<file path="src/rtl/rf_alu_sequencer.sv">
// Command sequencer for the register-file + ALU datapath: accepts R-type, load-immediate
// and compare commands, steps the datapath through EXEC/WB and returns each result.
module rf_alu_sequencer #(
   parameter bit PROTECT_R0 = 1'b1
) (
   input  logic        clock,
   input  logic        reset_n,
   input  logic        cmd_valid,
   output logic        cmd_ready,
   input  logic [1:0]  cmd_op,
   input  logic [5:0]  cmd_rs,
   input  logic [5:0]  cmd_rt,
   input  logic [5:0]  cmd_rd,
   input  logic [5:0]  cmd_funct,
   input  logic [31:0] cmd_imm,
   output logic [5:0]  Read1,
   output logic [5:0]  Read2,
   output logic [5:0]  WriteReg,
   output logic [31:0] WriteData,
   output logic        RegWrite,
   output logic [5:0]  FuncCode,
   output logic [1:0]  ALUOp,
   input  logic [31:0] ALUOut,
   input  logic        Zero,
   output logic        rsp_valid,
   input  logic        rsp_ready,
   output logic [31:0] rsp_result,
   output logic        rsp_zero,
   output logic        rsp_error,
   output logic        busy
);

   // state | meaning
   // IDLE  | waiting for a command, cmd_ready=1
   // EXEC  | datapath addresses stable, ALU result captured at exit
   // WB    | RegWrite pulse, register file commits at exit
   // RSP   | response held until rsp_ready
   typedef enum logic [1:0] {S_IDLE, S_EXEC, S_WB, S_RSP} state_t;

   localparam logic [1:0] OP_RTYPE = 2'd0;
   localparam logic [1:0] OP_LI    = 2'd1;
   localparam logic [1:0] OP_CMP   = 2'd2;

   state_t      state, state_nxt;
   logic [1:0]  op_q, op_nxt;
   logic [5:0]  read1_nxt, read2_nxt, write_reg_nxt, func_code_nxt;
   logic [31:0] write_data_nxt, result_nxt;
   logic        reg_write_nxt, zero_nxt, error_nxt, rsp_valid_nxt;
   logic [1:0]  alu_op_nxt;
   logic        funct_legal;

   always_comb begin
      case (cmd_funct)
         6'd32, 6'd34, 6'd36, 6'd37, 6'd42: funct_legal = 1'b1;
         default:                           funct_legal = 1'b0;
      endcase
   end

   always_ff @(posedge clock or negedge reset_n) begin
      if (!reset_n) begin
         state      <= S_IDLE;
         op_q       <= 2'd0;
         cmd_ready  <= 1'b0;
         Read1      <= '0;
         Read2      <= '0;
         WriteReg   <= '0;
         WriteData  <= '0;
         RegWrite   <= 1'b0;
         FuncCode   <= '0;
         ALUOp      <= '0;
         rsp_valid  <= 1'b0;
         rsp_result <= '0;
         rsp_zero   <= 1'b0;
         rsp_error  <= 1'b0;
         busy       <= 1'b0;
      end else begin
         state      <= state_nxt;
         op_q       <= op_nxt;
         cmd_ready  <= (state_nxt == S_IDLE);
         Read1      <= read1_nxt;
         Read2      <= read2_nxt;
         WriteReg   <= write_reg_nxt;
         WriteData  <= write_data_nxt;
         RegWrite   <= reg_write_nxt;
         FuncCode   <= func_code_nxt;
         ALUOp      <= alu_op_nxt;
         rsp_valid  <= rsp_valid_nxt;
         rsp_result <= result_nxt;
         rsp_zero   <= zero_nxt;
         rsp_error  <= error_nxt;
         busy       <= (state_nxt != S_IDLE);
      end
   end

   always_comb begin
      state_nxt      = state;
      op_nxt         = op_q;
      read1_nxt      = Read1;
      read2_nxt      = Read2;
      write_reg_nxt  = WriteReg;
      write_data_nxt = WriteData;
      reg_write_nxt  = 1'b0;
      func_code_nxt  = FuncCode;
      alu_op_nxt     = ALUOp;
      rsp_valid_nxt  = rsp_valid;
      result_nxt     = rsp_result;
      zero_nxt       = rsp_zero;
      error_nxt      = rsp_error;

      case (state)
         S_IDLE: begin
            if (cmd_valid && cmd_ready) begin
               op_nxt        = cmd_op;
               read1_nxt     = cmd_rs;
               read2_nxt     = cmd_rt;
               write_reg_nxt = cmd_rd;
               func_code_nxt = cmd_funct;
               error_nxt     = 1'b0;
               if (cmd_op == OP_RTYPE && funct_legal) begin
                  alu_op_nxt = 2'd2;
                  state_nxt  = S_EXEC;
               end else if (cmd_op == OP_CMP) begin
                  alu_op_nxt = 2'd1;
                  state_nxt  = S_EXEC;
               end else if (cmd_op == OP_LI) begin
                  alu_op_nxt     = 2'd0;
                  result_nxt     = cmd_imm;
                  zero_nxt       = (cmd_imm == 32'd0);
                  write_data_nxt = cmd_imm;
                  reg_write_nxt  = !(PROTECT_R0 && cmd_rd == 6'd0);
                  state_nxt      = S_WB;
               end else begin
                  alu_op_nxt    = 2'd0;
                  result_nxt    = 32'd0;
                  zero_nxt      = 1'b0;
                  error_nxt     = 1'b1;
                  rsp_valid_nxt = 1'b1;
                  state_nxt     = S_RSP;
               end
            end
         end
         S_EXEC: begin
            result_nxt = ALUOut;
            zero_nxt   = Zero;
            if (op_q == OP_RTYPE) begin
               write_data_nxt = ALUOut;
               reg_write_nxt  = !(PROTECT_R0 && WriteReg == 6'd0);
               state_nxt      = S_WB;
            end else begin
               rsp_valid_nxt = 1'b1;
               state_nxt     = S_RSP;
            end
         end
         S_WB: begin
            rsp_valid_nxt = 1'b1;
            state_nxt     = S_RSP;
         end
         S_RSP: begin
            // ALUOp is parked at 0 only once the command is fully retired
            if (rsp_ready) begin
               rsp_valid_nxt = 1'b0;
               alu_op_nxt    = 2'd0;
               state_nxt     = S_IDLE;
            end
         end
         default: state_nxt = S_IDLE;
      endcase
   end

endmodule
</file>
<file path="config.mk">
export PLATFORM = sky130hd
export DESIGN_NAME = rf_alu_sequencer
export DESIGN_NICKNAME = d
export VERILOG_FILES = /design/src/rtl/rf_alu_sequencer.sv
export SDC_FILE = /design/constraint.sdc
export NUM_CORES = 1
export LEC_CHECK = 0
export ABC_CLOCK_PERIOD_IN_PS = 2500
export CAP_MARGIN = 25
export CELL_PAD_IN_SITES_DETAIL_PLACEMENT = 1
export CELL_PAD_IN_SITES_GLOBAL_PLACEMENT = 1
export CORE_ASPECT_RATIO = 1.25
export CORE_MARGIN = 2
export CORE_UTILIZATION = 33
export CTS_CLUSTER_DIAMETER = 50
export DETAILED_ROUTE_END_ITERATION = 10
export GPL_ROUTABILITY_DRIVEN = 0
export HOLD_SLACK_MARGIN = 0.02
export MAX_ROUTING_LAYER = met4
export PLACE_DENSITY_LB_ADDON = 0.1
export SLEW_MARGIN = 20
export SYNTH_ARGS = -nofsm -noshare
export SYNTH_HDL_FRONTEND = slang
export SYNTH_SLANG_ARGS = --single-unit
</file>
<file path="constraint.sdc">
create_clock -name clock -period 2.5 [get_ports clock]
set_input_delay 0.25 -clock clock [delete_from_list [all_inputs] [get_ports clock]]
set_output_delay 0.25 -clock clock [all_outputs]
set_load 0.1 [all_outputs]
</file>
==> out/results.txt <==
Top cells by area, synth: dfrtp_1, mux2_4, o221a_2, nand2_1, a22o_1
I/O Pins: 191
Drt pass-1 iters: 4
Post-route setup TNS: 0 ns
Slew Viols, Final: 0
Final WL: 15,400 microns
Slowest stage delay, CP: 0.51 ns
Drt wl/cell: 19.8 microns
Met1 WL: 6470 microns
Detailed-route via count: 4,076
Port buffer count: 190
Met2 WL post-DR: 7870 microns
RSZ-0062 raised after global routing: false
Core area: 13,900 sq um
Measured slew at the worst slew-check pin: 0.893 ns
Outcome: completed
Inserted Clock Buffers: 9
Cells after synthesis: 406
Net Count, Synth: 505
Req. time, crit path: 2.72 ns
Fin nets: 696
Clk slew on worst S/H paths: 0.07 ns
Crit. End Element: register
Total congestion overflow: 0
Largest net degree at the start of global routing: 49
Worst Path Buf+Inv: 3
Critical path's top delay family: buffers and inverters
Critical path class: in2reg
Htree depth: 3
Root buffer cell: clkbuf_16
Clock Skews: 0.00829 ns
Final Setup Violations: 0
DRC viols: 0
Crit Path Max Fanout: 33
Postcts setup bufs: 0
Initial antenna violation count: 0
Post-Synthesis Mean Instance Area: 11.6 sq um
Top-area cell type share of the netlist area: 53.3%
Vias in the first global route: 4,430
Slowest stage cell, crit path: clkdlybuf4s50_1
Vias per cell: 5.25
Arr. time, crit path: 2.33 ns
Rows: 48
Worst slew margin: 40.3%
CTS tree: built
Synth Register Bits: 100
GRT Util Overall: 21.0%
Highest Signal Layer: met4
Critical Path Start Type: primary input
Area growth from synthesis to layout: 47.7%
Cell taking the most area after synthesis: dfrtp_1
DRT antenna net count: 0
Fin. Hold Viols: 0
Final worst path period share: 84.4%
Antenna diode count: 0
Cell Chain, Critical Path: clkdlybuf4s50_1 -> inv_1 -> ha_1 -> and3b_1 -> a311o_1 -> a21o_2 -> buf_12 -> mux2_4
Fin util: 50.0%
Min-Delay Path Class: in2async
DP HPWL: 11,400 microns
Initial Util: 33.8%
# resized after CTS: 0
Die Width: 111 microns
WL met3: 833 microns
Clk buf depth: 2
Cell area after synthesis: 4700 sq um
CTS Sinks: 100
Final std cells w/o fill: 776
DR iter-0 viols: 152
Share of cells above drive strength 1: 33.3%
Fmax: 474 MHz
Die height: 137 microns
First-pass GRT wire length: 24,400 microns
Die ar.: 15,200 sq um
Netlist cell types: 36
Most common cell after layout, fill and taps aside: buf_4
Post-route minimum period: 2.11 ns
Seq/Total Area, Yosys: 53.3%
Placed instance count: 760
Highest-count cells in the layout ignoring fill and taps: buf_4, dfrtp_1, clkdlybuf4s50_1, nand2_1, nand2b_1
Syn. warnings: 0
Clk Latency, worst-skew pair: 0.34 ns
Max cap viols: 0
-- area by class of cell --
cell class              count  area, sq um
fillers                  1513         6940
multi-input cells         273         2050
inverters                   5         18.8
well taps                 175          219
repair buffers            208         1830
clock buffers              11          253
flip-flops and latches    100         2500
clock inverters             4         56.3
-- path summary, 6_finish.rpt --
kind / from / endpoint / slack [ns] / cells after the start
hold / removal: reset_n / WriteData[30] / 0.42 / 2
setup / recovery: cmd_op[1] / rsp_result[4] / 0.39 / 8
min in group clock: cmd_rt[0] / Read2[0] / 0.43 / 3
max in group asynchronous: reset_n / rsp_zero / 1.40 / 3
hold reg to reg: Read2[4] / Read2[4] / 0.48 / 2
setup reg to reg: state[0] / rsp_zero / 0.52 / 4
-- cells in the mapped netlist --
cell type and number:
a21o_1 1, buf_2 4, nor4_1 8, nand3_1 3, or4_1 2, a21oi_1 5, or3_1 1, o21ai_0 6
nand2b_1 34, a211oi_1 1, o22ai_1 1, a31oi_1 3, o221a_2 32, a311o_1 1, ha_1 4, and2_1 2
mux2i_1 1, o31ai_1 3, nor2b_1 1, inv_1 5, and3b_1 1, nor3_2 1, nor2_1 5, a31o_2 2
a21boi_0 1, mux2_4 29, nand2_1 82, dfrtp_1 100, nor3_1 4, buf_6 4, a22oi_1 1, nand4_1 2
clkbuf_1 20, o31a_1 1, a22o_1 32, mux2_2 3
-- timing repair --
action	in CTS	in global routing
hold buffers	1	0
endpoints found under the hold margin	32	0
setup endpoints to repair	0	0
-- logic make-up after synthesis --
family | Yosys count | synth area share, %
DFF | 100 | 53.3
AOI/OAI and AO/OA | 90 | 17.2
muxes | 33 | 10.2
and+or+nand+nor | 146 | 14.8
adders and majority gates | 4 | 1.07
buffers and inverters | 33 | 3.38
-- sequential cells by signal, indices dropped and copies added, names as in the netlist --
signal and flops:
ALUOp 2, rsp_result 32, FuncCode 6, busy 1, WriteData 32, state 2
rsp_valid 1, WriteReg 6, Read1 6, cmd_ready 1, op_q 2, rsp_zero 1
Read2 6, rsp_error 1, RegWrite 1
-- metal layers --
| layer | global-route usage, % | vias to the layer above |
|---|---|---|
| met2 | 35.9 | 143 |
| met4 | 5.90 | 0 |
| met3 | 5.06 | 15 |
| met5 | - | - |
| met1 | 25.1 | 2069 |
| li1 | - | 1849 |
-- per-stage QoR --
step | hold WS, ns | cell area, sq um | worst slack [ns]
after floorplan | -0.0456 | 4700 | 0.0573
after global placement | 0.239 | 6620 | 0.103
after detailed placement | 0.245 | 6620 | 0.0407
after CTS | 0.420 | 6940 | 0.393
after global routing | 0.436 | 6940 | 0.319
final | 0.416 | 6940 | 0.390
Power is not shown: default switching activity piles up to over one toggle a cycle in this logic, so the estimate is an artifact.
